--- config.mk ---
export PLATFORM = sky130hd
export DESIGN_NAME = truth_table_sweeper
export DESIGN_NICKNAME = d
export VERILOG_FILES = /design/src/rtl/truth_table_sweeper.sv
export SDC_FILE = /design/constraint.sdc
export NUM_CORES = 1
export LEC_CHECK = 0
export BUFFER_PORTS_ARGS = -buffer_cell sky130_fd_sc_hd__buf_2
export CORE_UTILIZATION = 49
export CTS_CLUSTER_DIAMETER = 50
export DETAILED_ROUTE_END_ITERATION = 8
export GPL_ROUTABILITY_DRIVEN = 1
export PLACE_DENSITY = 0.74
export RECOVER_POWER = 25
export SYNTH_ARGS = -nofsm -noshare
export SYNTH_HDL_FRONTEND = slang
export SYNTH_SLANG_ARGS = --single-unit
--- constraint.sdc ---
create_clock -name CLK -period 1.6 [get_ports CLK]
set_input_delay 0.08 -clock CLK [delete_from_list [all_inputs] [get_ports CLK]]
set_output_delay 0.08 -clock CLK [all_outputs]
set_load 0.01 [all_outputs]
--- src/rtl/truth_table_sweeper.sv ---
// Sweeps {A,B,C} through all eight vectors, holds each for HOLD_CYCLES cycles,
// captures F into a truth table and grades it against EXPECTED.
module truth_table_sweeper #(
    parameter int unsigned HOLD_CYCLES = 4,
    parameter logic [7:0]  EXPECTED    = 8'h8C
) (
    input  logic       CLK,
    input  logic       RST,
    input  logic       START,
    output logic       A,
    output logic       B,
    output logic       C,
    input  logic       F,
    output logic       BUSY,
    output logic       DONE,
    output logic       PASS,
    output logic [7:0] TABLE,
    output logic [3:0] ERR_CNT,
    output logic [2:0] ERR_IDX
);

    typedef enum logic [1:0] {StIdle, StRun, StDone} state_e;

    localparam logic [3:0] HoldLast = 4'(HOLD_CYCLES - 1);

    state_e     state_q, state_d;
    logic [2:0] vec_q, vec_d;
    logic [3:0] hold_q, hold_d;
    logic       busy_q, busy_d;
    logic       done_q, done_d;
    logic       pass_q, pass_d;
    logic [7:0] table_q, table_d;
    logic [3:0] err_cnt_q, err_cnt_d;
    logic [2:0] err_idx_q, err_idx_d;

    always_comb begin
        state_d   = state_q;
        vec_d     = vec_q;
        hold_d    = hold_q;
        busy_d    = busy_q;
        done_d    = done_q;
        pass_d    = pass_q;
        table_d   = table_q;
        err_cnt_d = err_cnt_q;
        err_idx_d = err_idx_q;

        case (state_q)
            StIdle, StDone: begin
                if (START) begin
                    state_d   = StRun;
                    vec_d     = 3'd0;
                    hold_d    = 4'd0;
                    table_d   = 8'h00;
                    err_cnt_d = 4'd0;
                    err_idx_d = 3'd0;
                    pass_d    = 1'b0;
                    done_d    = 1'b0;
                    busy_d    = 1'b1;
                end
            end
            StRun: begin
                if (hold_q != HoldLast) begin
                    hold_d = hold_q + 4'd1;
                end else begin
                    hold_d         = 4'd0;
                    table_d[vec_q] = F;
                    if (F != EXPECTED[vec_q]) begin
                        err_cnt_d = err_cnt_q + 4'd1;
                        // Only the first mismatch of a sweep sets the index.
                        if (err_cnt_q == 4'd0) err_idx_d = vec_q;
                    end
                    if (vec_q == 3'd7) begin
                        state_d = StDone;
                        busy_d  = 1'b0;
                        done_d  = 1'b1;
                        pass_d  = (err_cnt_d == 4'd0);
                    end else begin
                        vec_d = vec_q + 3'd1;
                    end
                end
            end
            default: state_d = StIdle;
        endcase
    end

    always_ff @(posedge CLK) begin
        if (RST) begin
            state_q   <= StIdle;
            vec_q     <= 3'd0;
            hold_q    <= 4'd0;
            busy_q    <= 1'b0;
            done_q    <= 1'b0;
            pass_q    <= 1'b0;
            table_q   <= 8'h00;
            err_cnt_q <= 4'd0;
            err_idx_q <= 3'd0;
        end else begin
            state_q   <= state_d;
            vec_q     <= vec_d;
            hold_q    <= hold_d;
            busy_q    <= busy_d;
            done_q    <= done_d;
            pass_q    <= pass_d;
            table_q   <= table_d;
            err_cnt_q <= err_cnt_d;
            err_idx_q <= err_idx_d;
        end
    end

    assign {A, B, C} = vec_q;
    assign BUSY      = busy_q;
    assign DONE      = done_q;
    assign PASS      = pass_q;
    assign TABLE     = table_q;
    assign ERR_CNT   = err_cnt_q;
    assign ERR_IDX   = err_idx_q;

endmodule

==> results_dict.tcl <==
set metrics [dict create \
    wl_per_cell_um 15.0 \
    cts_tree "done" \
    placed_cell_area_um2 1700 \
    synth_edf_count 0 \
    setup_violations 2 \
    io_buffer_count 24 \
    synth_common_cells "28 x a21oi_1, 28 x dfxtp_1, 16 x o21ai_0" \
    worstSetupStartpointType "register" \
    irDropWorstVdd_uv 519 \
    worst_pin_slew_ns 0.508 \
    place_inst 238 \
    dieArea_um2 3150 \
    slew_violations 0 \
    drt_wl_total_um 3640 \
    path_max_fanout 6 \
    power-per-cell-area_nw_per_um2 676 \
    synthDistinctLibCells 42 \
    synth_nets 185 \
    routed_via_density 5.98 \
    cts_made_buffers 3 \
    p_sw_frac 0.258 \
    p_int_uw 903 \
    period_needed_ns 1.63 \
    rsz0062_at_grt "true" \
    max-slew-margin-rel 0.662 \
    globalRouteOverflowTotal 0 \
    drtAntennaViolNets 0 \
    setup_ws_ns -0.0287 \
    cp-end-kind "register" \
    layout-drive-gt1-share 0.325 \
    hold_viol 0 \
    netlist_instances 176 \
    firstDrtPassIters 4 \
    die_h_um 56.1 \
    leakagePower_uw 0.000681 \
    yosysWarningCount 0 \
    insertion_delay_ns 0.35 \
    core_um2 2760 \
    power.switching_uw 313 \
    cts.clk_slew.worst_paths_ns 0.15 \
    design_area_um2 1800 \
    grt_antenna_before_repair 0 \
    clock_skew_ns 0.00755 \
    place_worst_setup_slack_ns -0.109 \
    grt_max_degree 30 \
    dr_total_vias 1454 \
    fmax_mhz 614 \
    first_iter_violations 73 \
    fin_setup_tns_ns -0.0428 \
    row_count 19 \
    io_pins 25 \
    grt_pass1_wl_um 6090 \
    final_cells 243 \
    p_clk_frac 0.299 \
    htree_num_levels 1 \
    fin_nets 222 \
    holdCritPathClass "in -> reg" \
    worstPathArrival_ns 1.86 \
    track_usage 0.242 \
    cts_max_path_buffers 2 \
    path_class "reg -> reg" \
    pwr-share-comb 0.114 \
    ys_ff_latch 28 \
    drcViolationCount 0 \
    gp_congestion 0.864 \
    hold_buffers 0 \
    n_antenna_cell 0 \
    async_reset_ff_frac 0 \
    synth-seq-area-share 0.390 \
    place_hpwl_um 2570 \
    synthTopCellsByArea "dfxtp_1 39%, a21oi_1 9.8%, o21ai_0 5.6%" \
    syn_area_per_cell_um2 8.16 \
    finalCritPeriodShare 1.02 \
    yosysTopAreaCell "dfxtp_1" \
    die_x_um 56.1 \
    synth_top_area_share 0.390 \
    clock_sink_count 28 \
    start_util 0.521 \
    outcome "finished, violations left" \
    cap_violations 0 \
    crit_required_ns 1.83 \
    ys.flop_type "dfxtp_1" \
    syn_area_um2 1440 \
    violations "negative setup slack" \
    area_delta_synth_final_pct 25.3 \
    p_seq_frac 0.587 \
    root_buffer "clkbuf_4" \
    grt_pass1_vias 1299 \
]
## power by group through the flow
stage | Combinational, uW | Sequential, uW | Clock (uW)
3_5_place_dp | 127 | 727 | 0
5_1_grt | 149 | 715 | 395
6_report | 138 | 714 | 364
3_3_place_gp | 123 | 726 | 0
4_1_cts | 132 | 713 | 366
2_1_floorplan | 77.9 | 725 | 0
## per-layer routing
layer / vias up / wire length (um) / GRT usage
li1: 710 / - / -
met1: 688 / 1630 / 0.336
met2: 49 / 1750 / 0.389
met3: 7 / 186 / 0.0256
met4: 0 / 70 / 0.0906
met5: - / 0 / 0
## flip-flops by register name, indices dropped and copies added, names as in the netlist, 2 cells and up, named ones only
register	cells
TABLE	8
ERR_CNT	4
hold_q	4
ERR_IDX	3
vec_q	3
state_q	2
## repair_timing
item	CTS	global route
pin swaps	3	1
cloned	0	0
setup endpoints to repair	18	20
gates resized for setup	8	12
setup buffers	0	1
## critical path, stage by stage, from the launching register on
cell and delay (ns):
dfxtp_2 0.39, ha_4 0.15, or3b_4 0.43, o311ai_2 0.23, o311a_1 0.23, a211oi_1 0.08
## area by class of cell
type,count,area (um^2)
sequential,28,568
timing repair buffer,44,264
clock buffer,4,36.3
fill,227,958
multi-input combinational,130,870
inverter,6,22.5
tap,31,38.8
## cell usage in the layout, fill, tap and decap left out, types with 3 or more instances in the layout
| master | synthesis | routed |
|---|---|---|
| a211oi_1 | 3 | 3 |
| buf_4 | 1 | 19 |
| clkbuf_4 | 0 | 3 |
| nand3_1 | 5 | 5 |
| a21oi_1 | 28 | 28 |
| o21ai_0 | 16 | 15 |
| inv_1 | 6 | 5 |
| nand2_1 | 13 | 12 |
| clkbuf_1 | 4 | 8 |
| buf_2 | 2 | 16 |
| nor3_1 | 4 | 4 |
| or3_1 | 5 | 5 |
| nor2_1 | 11 | 10 |
| a31oi_1 | 3 | 3 |
| dfxtp_2 | 0 | 6 |
| nor2b_1 | 4 | 4 |
| nand4_1 | 3 | 3 |
| dfxtp_1 | 28 | 22 |
| ha_1 | 5 | 3 |
## worst paths after layout
check / cells past startpoint / slack (ns) / startpoint / end
setup / recovery: 5 / -0.03 / hold_q[1] / register
hold / removal: 3 / 0.05 / START / state_q[1]
setup reg to reg: 5 / -0.03 / hold_q[1] / register
hold reg to reg: 2 / 0.47 / DONE / DONE
## kinds of logic after synthesis
kind of cell / after synthesis / synth area share
compound gates: 59 / 0.234
xor+xnor: 3 / 0.0183
fa+ha+maj: 5 / 0.0436
buf+inv: 18 / 0.0531
flops: 28 / 0.390
mux: 2 / 0.0157
simple gates: 61 / 0.245
## per-stage QoR
stage | hold WS (ns) | power (uW) | util
CTS | 0.0531 | 1210 | 0.640
global placement | 0.435 | 849 | 0.616
floorplan | 0.260 | 803 | -
finish | 0.0474 | 1220 | 0.652
detailed placement | 0.436 | 854 | 0.616
global route | 0.0633 | 1260 | 0.652
Power figures use the tool's default switching activity.
